==> src/rtl/pipe_pkg.sv <==
// Shared types and constants for the arbitrated 3-stage arithmetic pipeline.
//  LAT            : pipeline depth from accept edge to FIFO push
//  PIPE_N/PIPE_ID_W: payload and id widths carried in the stage records
//  s1_t/s2_t/s3_t : per-stage records (valid, id, payload)
//  res_t          : output FIFO entry
//  min_obuf_depth : smallest FIFO depth that sustains one result per cycle
package pipe_pkg;

   localparam int unsigned LAT       = 3;
   localparam int unsigned PIPE_N    = 10;
   localparam int unsigned PIPE_ID_W = 2;

   typedef struct packed {
      logic                 valid;
      logic [PIPE_ID_W-1:0] id;
      logic [PIPE_N-1:0]    x1;
      logic [PIPE_N-1:0]    x2;
      logic [PIPE_N-1:0]    d;
   } s1_t;

   typedef struct packed {
      logic                 valid;
      logic [PIPE_ID_W-1:0] id;
      logic [PIPE_N-1:0]    x3;
      logic [PIPE_N-1:0]    d;
   } s2_t;

   typedef struct packed {
      logic                 valid;
      logic [PIPE_ID_W-1:0] id;
      logic [PIPE_N-1:0]    f;
   } s3_t;

   typedef struct packed {
      logic [PIPE_ID_W-1:0] id;
      logic [PIPE_N-1:0]    data;
   } res_t;

   // One slot per stage plus one for the in-flight push and one for the pop bubble.
   function automatic int unsigned min_obuf_depth();
      return LAT + 2;
   endfunction

endpackage

==> src/rtl/pipe_arb_sched_rr_arbiter.sv <==
// Round-robin arbiter: one-hot grant searched from the pointer with wrap.
//  clk, rst_n : clock, async active-low reset
//  req        : per-requester request
//  accept     : grant was taken this cycle; pointer advances past the winner
//  grant      : one-hot grant (combinational)
//  grant_idx  : index of the granted requester (combinational)
module rr_arbiter #(
   parameter  int unsigned NREQ  = 4,
   localparam int unsigned IDX_W = (NREQ > 1) ? $clog2(NREQ) : 1
) (
   input  logic             clk,
   input  logic             rst_n,
   input  logic [NREQ-1:0]  req,
   input  logic             accept,
   output logic [NREQ-1:0]  grant,
   output logic [IDX_W-1:0] grant_idx
);

   logic [IDX_W-1:0] ptr_q;

   // First requester at or after the pointer, wrapping.
   always_comb begin
      logic found;
      grant     = '0;
      grant_idx = '0;
      found     = 1'b0;
      for (int unsigned k = 0; k < NREQ; k++) begin
         logic [IDX_W-1:0] idx;
         idx = IDX_W'((32'(ptr_q) + k) % NREQ);
         if (!found && req[idx]) begin
            grant[idx] = 1'b1;
            grant_idx  = idx;
            found      = 1'b1;
         end
      end
   end

   // Pointer moves only when the grant is actually taken.
   always_ff @(posedge clk or negedge rst_n) begin
      if (!rst_n) begin
         ptr_q <= '0;
      end else if (accept) begin
         ptr_q <= (grant_idx == IDX_W'(NREQ - 1)) ? '0 : grant_idx + IDX_W'(1);
      end
   end

endmodule

==> src/rtl/pipe_arb_sched.sv <==
// Shares one 3-stage pipeline F = (A+B) + (C-D) + D mod 2^N among NREQ requesters.
//  clk, rst_n          : clock, async active-low reset
//  req_valid/req_ready : per-requester handshake (at most one ready bit high)
//  req_a..req_d        : packed operands, requester i at [i*N +: N]
//  res_valid/res_ready : output FIFO head handshake
//  res_data, res_id    : result and issuing requester
//  busy                : any stage valid or FIFO non-empty
module pipe_arb_sched
   import pipe_pkg::*;
#(
   parameter int unsigned N          = PIPE_N,
   parameter int unsigned NREQ       = 4,
   parameter int unsigned ID_W       = PIPE_ID_W,
   parameter int unsigned OBUF_DEPTH = 8
) (
   input  logic              clk,
   input  logic              rst_n,
   input  logic [NREQ-1:0]   req_valid,
   output logic [NREQ-1:0]   req_ready,
   input  logic [NREQ*N-1:0] req_a,
   input  logic [NREQ*N-1:0] req_b,
   input  logic [NREQ*N-1:0] req_c,
   input  logic [NREQ*N-1:0] req_d,
   output logic              res_valid,
   input  logic              res_ready,
   output logic [N-1:0]      res_data,
   output logic [ID_W-1:0]   res_id,
   output logic              busy
);

   localparam int unsigned IDX_W = (NREQ > 1) ? $clog2(NREQ) : 1;
   localparam int unsigned PTR_W = (OBUF_DEPTH > 1) ? $clog2(OBUF_DEPTH) : 1;
   localparam int unsigned CNT_W = $clog2(OBUF_DEPTH + 1);
   localparam int unsigned OCC_W = $clog2(OBUF_DEPTH + LAT + 1);

   if (OBUF_DEPTH < min_obuf_depth()) begin : g_depth_chk
      $error("OBUF_DEPTH below minimum for sustained throughput");
   end

   s1_t              s1_q;
   s2_t              s2_q;
   s3_t              s3_q;
   res_t             mem_q [OBUF_DEPTH];
   logic [PTR_W-1:0] wr_ptr_q;
   logic [PTR_W-1:0] rd_ptr_q;
   logic [CNT_W-1:0] cnt_q;

   logic [NREQ-1:0]  grant_c;
   logic [IDX_W-1:0] grant_idx_c;
   logic [OCC_W-1:0] occ_c;
   logic             credit_ok_c;
   logic             accept_c;
   logic             push_c;
   logic             pop_c;
   logic [N-1:0]     a_c, b_c, c_c, d_c;

   rr_arbiter #(.NREQ(NREQ)) u_arb (
      .clk       (clk),
      .rst_n     (rst_n),
      .req       (req_valid),
      .accept    (accept_c),
      .grant     (grant_c),
      .grant_idx (grant_idx_c)
   );

   // Credits count every accepted-but-unpopped result from registered state only,
   // so a pop frees a slot one cycle later and res_ready never reaches req_ready.
   always_comb begin
      occ_c       = OCC_W'(s1_q.valid) + OCC_W'(s2_q.valid) + OCC_W'(s3_q.valid) + OCC_W'(cnt_q);
      credit_ok_c = occ_c < OCC_W'(OBUF_DEPTH);
      req_ready   = grant_c & {NREQ{credit_ok_c & rst_n}};
      accept_c    = |(req_valid & req_ready);
      a_c         = req_a[int'(grant_idx_c) * N +: N];
      b_c         = req_b[int'(grant_idx_c) * N +: N];
      c_c         = req_c[int'(grant_idx_c) * N +: N];
      d_c         = req_d[int'(grant_idx_c) * N +: N];
      push_c      = s3_q.valid;
      pop_c       = res_valid & res_ready;
   end

   // Non-stallable pipeline; payloads only load behind a valid.
   always_ff @(posedge clk or negedge rst_n) begin
      if (!rst_n) begin
         s1_q <= '0;
         s2_q <= '0;
         s3_q <= '0;
      end else begin
         s1_q.valid <= accept_c;
         if (accept_c) begin
            s1_q.id <= ID_W'(grant_idx_c);
            s1_q.x1 <= a_c + b_c;
            s1_q.x2 <= c_c - d_c;
            s1_q.d  <= d_c;
         end
         s2_q.valid <= s1_q.valid;
         if (s1_q.valid) begin
            s2_q.id <= s1_q.id;
            s2_q.x3 <= s1_q.x1 + s1_q.x2;
            s2_q.d  <= s1_q.d;
         end
         s3_q.valid <= s2_q.valid;
         if (s2_q.valid) begin
            s3_q.id <= s2_q.id;
            s3_q.f  <= s2_q.x3 + s2_q.d;
         end
      end
   end

   // Circular output buffer; credits rule out a push while full.
   always_ff @(posedge clk or negedge rst_n) begin
      if (!rst_n) begin
         for (int unsigned i = 0; i < OBUF_DEPTH; i++) begin
            mem_q[i] <= '0;
         end
         wr_ptr_q <= '0;
         rd_ptr_q <= '0;
         cnt_q    <= '0;
      end else begin
         if (push_c) begin
            mem_q[wr_ptr_q] <= '{id: s3_q.id, data: s3_q.f};
            wr_ptr_q <= (wr_ptr_q == PTR_W'(OBUF_DEPTH - 1)) ? '0 : wr_ptr_q + PTR_W'(1);
         end
         if (pop_c) begin
            rd_ptr_q <= (rd_ptr_q == PTR_W'(OBUF_DEPTH - 1)) ? '0 : rd_ptr_q + PTR_W'(1);
         end
         cnt_q <= cnt_q + CNT_W'(push_c) - CNT_W'(pop_c);
      end
   end

   always_comb begin
      res_valid = (cnt_q != '0);
      res_data  = mem_q[rd_ptr_q].data;
      res_id    = mem_q[rd_ptr_q].id;
      busy      = s1_q.valid | s2_q.valid | s3_q.valid | res_valid;
   end

endmodule

==> config.mk <==
export PLATFORM = sky130hd
export DESIGN_NAME = pipe_arb_sched
export DESIGN_NICKNAME = d
export VERILOG_FILES = /design/src/rtl/pipe_pkg.sv /design/src/rtl/pipe_arb_sched_rr_arbiter.sv /design/src/rtl/pipe_arb_sched.sv
export SDC_FILE = /design/constraint.sdc
export NUM_CORES = 1
export LEC_CHECK = 0
export CELL_PAD_IN_SITES_DETAIL_PLACEMENT = 0
export CELL_PAD_IN_SITES_GLOBAL_PLACEMENT = 1
export CORE_UTILIZATION = 30
export CTS_CLUSTER_SIZE = 8
export DETAILED_ROUTE_END_ITERATION = 10
export PLACE_DENSITY = 0.62
export SYNTH_ARGS = -nofsm -noshare
export SYNTH_HDL_FRONTEND = slang
export SYNTH_SLANG_ARGS = --single-unit
export TNS_END_PERCENT = 50
==> constraint.sdc <==
create_clock -name clk -period 7.88 [get_ports clk]
set_clock_uncertainty 0.1 [all_clocks]
set_input_delay 1.576 -clock clk [delete_from_list [all_inputs] [get_ports clk]]
set_output_delay 1.576 -clock clk [all_outputs]
set_load 0.05 [all_outputs]
---- Word-level counts from Yosys, hierarchy flattened ----
Cells that the tools add are included.
storage, ports and cells
  flip-flop bits (word level) ............. 177
  input bits .............................. 167
  output and inout port bits .............. 18
  word-level logic and storage cells ...... 128
cells by class
  add/subtract/negate cells ............... 15
  $mul .................................... 1
  magnitude comparators ................... 12
  equal/unequal tests ..................... 3
  shift operators ......................... 4
  mux-type cells .......................... 36
  bitwise logic cells ..................... 12
  reduce and logical (&&, ||, !) cells .... 13
operator list
  cell                                                                          count
  40-bit by 7-bit indexed part select with 10-bit output                        4
  96-bit bitwise mux                                                            1
  12-bit binary-select mux with 3-bit select                                    1
  12-bit demux with 3-bit select                                                1
  12-bit 2-to-1 mux                                                             3
  10-bit adder                                                                  3
  4-bit 2-to-1 mux                                                              4
  2-bit by 3-bit less-than comparator with 1-bit output, second input constant  4
  4-bit OR                                                                      3
  1-bit 2-to-1 mux                                                              11
  2-bit 2-to-1 mux                                                              5
  10-bit subtractor                                                             1
  4-bit bitwise AND                                                             2
  1-bit binary-select mux with 2-bit select                                     4
  1-bit demux with 2-bit select                                                 4
  2-bit by 1-bit >= comparator with 1-bit output, second input constant         4
  4-bit >= comparator, second input constant                                    2
  1-bit logical AND                                                             8
  3-bit inverter with 4-bit output                                              2
  3-bit by 1-bit adder with 3-bit output, second input constant                 2
  3-bit == test, second input constant                                          2
  3-bit 2-to-1 mux                                                              2
  2-bit by 3-bit multiplier with 5-bit output, second input constant            1
  2-bit by 1-bit adder with 2-bit output, second input constant                 2
  14 further kinds                                                              20

---- Longest topological paths before layout ----
  depth after elaboration ................. 15
  depth in mapped cells ................... 24
  gate-level depth less buffers ........... 21

---- Hierarchy ----
From an unflattened synthesis, not the netlist that was laid out.
second synthesis, totals
  cell total of the unflattened synthesis .. 811
  area, all modules ....................... 10387.5 µm²
modules (own cells, without submodules)
  module          times used  cells an instance  area an instance (µm²)  seq. area each (µm²)
  pipe_arb_sched  1           755                9874.5                  4379.2
  rr_arbiter      1           56                 513.0                   50.0

---- Worst setup path after synthesis ----
Ideal clock, no wire load.
  path kind ............................... in2reg
  from .................................... input port req_valid[2]
  to ...................................... register s1_q[18] (netlist bit)
  library setup time ...................... 0.124 ns
  arrival ................................. 5.246 ns
  required time ........................... 7.656 ns
  path slack .............................. 2.410 ns
  stages on the path ...................... 19
  buffers on the path ..................... 2
  cell sequence ........................... buf_2 -> mux4_2 -> nor2b_2 -> nor3_2 -> a31oi_4 -> buf_2 -> mux2_2 -> o21ai_0 -> ha_1 -> inv_1 -> fa_1 -> a21o_1 -> a21oi_1 -> o21bai_1 -> a21oi_1 -> o21bai_1 -> a21oi_1 -> xor2_1 -> o21ai_1
between the ends
  word-level cells in the longest chain between the ends .. 15
  elaborated cells on any way between the ends .. 35
  those cells by class .................... add/sub: 1; mul: 1; shift: 2; mux: 19; bitwise: 5; reduce/logical: 7
ends and longest elaborated chain
  element                                                                                  RTL line                                                          text
  start: declaration                                                                       pipe_arb_sched.sv:18                                              input logic [NREQ-1:0] req_valid,
  1-bit binary-select mux with 2-bit select                                                pipe_arb_sched_rr_arbiter.sv:30                                   if (!found && req[idx]) begin
  1-bit 2-to-1 mux (not written as such)                                                   pipe_arb_sched_rr_arbiter.sv:30
  1-bit 2-to-1 mux                                                                         pipe_arb_sched_rr_arbiter.sv:30
  1-bit zero test                                                                          pipe_arb_sched_rr_arbiter.sv:30
  1-bit logical AND                                                                        pipe_arb_sched_rr_arbiter.sv:30
  1-bit 2-to-1 mux                                                                         pipe_arb_sched_rr_arbiter.sv:30
  1-bit zero test                                                                          pipe_arb_sched_rr_arbiter.sv:30
  1-bit logical AND                                                                        pipe_arb_sched_rr_arbiter.sv:30
  1-bit 2-to-1 mux                                                                         pipe_arb_sched_rr_arbiter.sv:30
  1-bit zero test                                                                          pipe_arb_sched_rr_arbiter.sv:30
  1-bit logical AND                                                                        pipe_arb_sched_rr_arbiter.sv:30
  2-bit 2-to-1 mux / 4-bit 2-to-1 mux (equally long branches)                              pipe_arb_sched_rr_arbiter.sv:30
  2-bit by 3-bit multiplier with 5-bit output / 4-bit bitwise AND (equally long branches)  pipe_arb_sched.sv:75, pipe_arb_sched.sv:76, pipe_arb_sched.sv:71
  40-bit by 7-bit indexed part select with 10-bit output (tied with other cells)           pipe_arb_sched.sv:75                                              c_c = req_c[int'(grant_idx_c) * N +: N];
  10-bit subtractor / 4-bit OR reduction (equally long branches)                           pipe_arb_sched.sv:92, pipe_arb_sched.sv:72
  end: declaration                                                                         pipe_arb_sched.sv:40                                              s1_t s1_q;
Several ways; a longest one is shown, not always the timed one. The select of a mux whose other input is x is not followed.
A chain may end at the register's enable or synchronous reset.

---- Worst setup path in the final report ----
  from .................................... input port req_valid[2]
  to ...................................... register s1_q[29] (netlist bit)
between the ends
  word-level cells in the longest chain between the ends .. 15
  elaborated cells on any way between the ends .. 35
  those cells by class .................... add/sub: 1; mul: 1; shift: 2; mux: 19; bitwise: 5; reduce/logical: 7
ends and longest elaborated chain
  element                                                                                  RTL line                                                          text
  1-bit binary-select mux with 2-bit select                                                pipe_arb_sched_rr_arbiter.sv:30
  1-bit 2-to-1 mux (not written as such)                                                   pipe_arb_sched_rr_arbiter.sv:30
  1-bit 2-to-1 mux                                                                         pipe_arb_sched_rr_arbiter.sv:30
  1-bit zero test                                                                          pipe_arb_sched_rr_arbiter.sv:30
  1-bit logical AND                                                                        pipe_arb_sched_rr_arbiter.sv:30
  1-bit 2-to-1 mux                                                                         pipe_arb_sched_rr_arbiter.sv:30
  1-bit zero test                                                                          pipe_arb_sched_rr_arbiter.sv:30
  1-bit logical AND                                                                        pipe_arb_sched_rr_arbiter.sv:30
  1-bit 2-to-1 mux                                                                         pipe_arb_sched_rr_arbiter.sv:30
  1-bit zero test                                                                          pipe_arb_sched_rr_arbiter.sv:30
  1-bit logical AND                                                                        pipe_arb_sched_rr_arbiter.sv:30
  2-bit 2-to-1 mux / 4-bit 2-to-1 mux (equally long branches)                              pipe_arb_sched_rr_arbiter.sv:30
  2-bit by 3-bit multiplier with 5-bit output / 4-bit bitwise AND (equally long branches)  pipe_arb_sched.sv:73, pipe_arb_sched.sv:74, pipe_arb_sched.sv:71
  40-bit by 7-bit indexed part select with 10-bit output (tied with other cells)           pipe_arb_sched.sv:73                                              a_c = req_a[int'(grant_idx_c) * N +: N];
  10-bit adder / 4-bit OR reduction (equally long branches)                                pipe_arb_sched.sv:91, pipe_arb_sched.sv:72
Several ways; a longest one is shown, not always the timed one. The select of a mux whose other input is x is not followed.

==> metrics.cfg <==
[global_route]
grt_pass1_wl_um = 41500
grt-ovfl-total = 0
grt_max_degree = 103
grt_pass1_vias = 7611
grt_util_all_layers = 0.149
antenna_found_initial = 0

[worst_setup_path]
r2r_end = s1_q[29]$_DFFE_PN0P_
r2r-start = u_arb.ptr_q[0]$_DFFE_PN0P_
critPathRequiredTime_ns = 8.09
critPathArrivalTime_ns = 6.52
path_class = primary input to register
worstPathMaxFanout = 30
end_kind = register
reg2reg_slack_ns = 2.06
cp-start-kind = primary input
reg2regPathDepth = 19

[logic_synthesis]
synth_nets = 1122
synth-seq-cells = 177
synth_common_cells = dfrtp_1, mux2_2, nand2_1
yosysTopAreaCell = dfrtp_1
synth_edf_count = 0
post-synth-top-count-cell = dfrtp_1
synth-compound-area-share = 0.108
ys_types = 51
synthTopCellsByArea = dfrtp_1, mux2_2, ha_1
ys.flop_type = dfrtp_1
syn-cell-area_um2 = 10500
yosys_warnings = 0
avgSynthCellArea_um2 = 11.8
synth_top_family_by_area = multiplexers
synth-xor-area-share = 0.0325
synthAdderAreaFrac = 0.0768
yosys.area_share.simple = 0.0584
async_reset_ff_frac = 1.00
muxShareOfSynthArea = 0.266
synthCells = 894
synth.top_cell.area_share = 0.421
ys_seq_area_frac = 0.421

[cts]
cts_root_buf = clkbuf_16
ctsHoldBuffers = 0
path_clk_slew_ns = 0.07
h-tree-depth = 4
cts_buffers = 17
post_cts_buffers = 0
ctsResizeCount = 0
clock_sinks = 177
clkLatencyLatePin_ns = 0.42
cts_tree = yes
clk_path_buf_depth = 2

[die]
die_height_um = 189
num_io_pins = 185
die_w_um = 189
coreArea_um2 = 34500
dieArea_um2 = 35800
start_util = 0.305
fp-row-count = 68

[flow_run]
max_cap_viol_count = 0

[worst_hold_path]
holdPathStages = 2
hold_start = mem_q[13]$_DFFE_PN0P_
worstHoldPathType = register to register
min_to = mem_q[13]$_DFFE_PN0P_

[drt]
drc = 0
drt_iter0_markers = 210
ant_nets = 0
num_vias = 7147
via_per_inst = 4.67
first_pass_iters = 4
routed_wirelength_um = 25200
routedWlPerCell_um = 16.5

[outcome]
outcome = completed

[layout]
diodes = 0
fillCellCount = 3441
multiInputGateArea_um2 = 5720
fin_nets = 1290
fin_util = 0.389
drive_above_1_share = 0.208
regArea_um2 = 4430
area_delta_synth_final_pct = 27.7

[timing]
slew_violations = 0
worst_pin_slew_ns = 0.997
max_freq_mhz = 158
postLayoutSetupSlackWorst_ns = 1.57
min_period_ns = 6.31
final-hold-violation-count = 0
timing.final.crit_share = 0.801
rsz0062_at_grt = false
finalSetupViolations = 0
max_slew_margin = 0.332
fin_setup_tns_ns = 0

[placement]
dp_hpwl_um = 18600
pre_cts_ws_ns = 1.08
gp_congestion = 0.764
numPortBuffers = 184

[power]
powerDensity_nw_per_um2 = 457
total_power_mw = 6.14
ir_worst_vdd_mv = 0.214
total_leakage_power_nw = 5.95

## worst max-delay path: stages
cell and delay (ns):
clkdlybuf4s50_1 0.57, mux4_2 0.61, nor2b_2 0.24, nor3_2 0.08
a31oi_4 0.79, buf_4 0.34, mux2i_1 0.21, mux2i_1 0.12
ha_1 0.31, a21o_1 0.18, a21oi_1 0.25, o21bai_1 0.10
a21oi_1 0.22, o21ai_0 0.17, a21o_1 0.20, a21oi_1 0.17
xor2_1 0.09, mux2_2 0.27
## cells in the final DEF, fill, tap and decap left out, types with 29 or more instances in the layout
master           instances
inv_1                   34
o21ai_0                 29
o21ai_1                 30
ha_1                    55
nand2_1                 57
mux2i_1                 49
clkdlybuf4s50_1        183
dfrtp_1                177
mux2_2                 141
a21oi_1                 50
## sequential cells by signal, summed over array words and instances, names as in the netlist
signal,flops
mem_q,96
s1_q,33
s2_q,23
s3_q,12
cnt_q,4
rd_ptr_q,3
wr_ptr_q,3
u_arb.ptr_q,2
push_c,1
## through the flow
step / std cells / area, um2 / hold slack [ns]
global route: 1530 / 13400 / 0.394
CTS: 1530 / 13400 / 0.380
global placement: 1498 / 12800 / 0.364
detailed placement: 1498 / 12800 / 0.365
finish: 1530 / 13400 / 0.378
floorplan: 894 / 10500 / 0.345
## how the worst max path moves through the flow
stage                  from              endpoint  slack, ns
2_1_floorplan  req_valid[2]  s1_q[18]$_DFFE_PN0P_       2.41
3_3_place_gp   req_valid[1]  s1_q[29]$_DFFE_PN0P_       1.19
3_5_place_dp   req_valid[0]  s1_q[29]$_DFFE_PN0P_       1.08
4_1_cts        req_valid[0]  s1_q[29]$_DFFE_PN0P_       1.52
5_1_grt        req_valid[1]  s1_q[29]$_DFFE_PN0P_       1.19
6_report       req_valid[2]  s1_q[29]$_DFFE_PN0P_       1.57
## power breakdown
part | leakage (nW) | switching, mW | internal (mW)
registers | 2.29 | 0.312 | 1.30
logic | 3.37 | 1.91 | 1.74
clock network | 0.290 | 0.370 | 0.513
total | 5.95 | 2.59 | 3.55
## cell families after synthesis
family	count (synthesis)
xor gates and xnor gates	39
AOI/OAI and AO/OA	182
DFF	177
buffers and inverters	84
and+or+nand+nor	123
muxes	228
adders and majority gates	61
## final cells by class
cell class,count,area share
well taps,455,0.0424
inverters,35,0.00978
clock buffers,18,0.0327
clock inverters,14,0.0135
repair buffers,198,0.146
flip-flops and latches,177,0.330
multi-input cells,633,0.426
## per-layer routing
metal,track usage,share of wire
met3,0.0395,0.057
met5,0,0
met2,0.255,0.48
met1,0.191,0.46
met4,0.0261,0.0067
No activity file was read; power rests on OpenSTA's default activity.
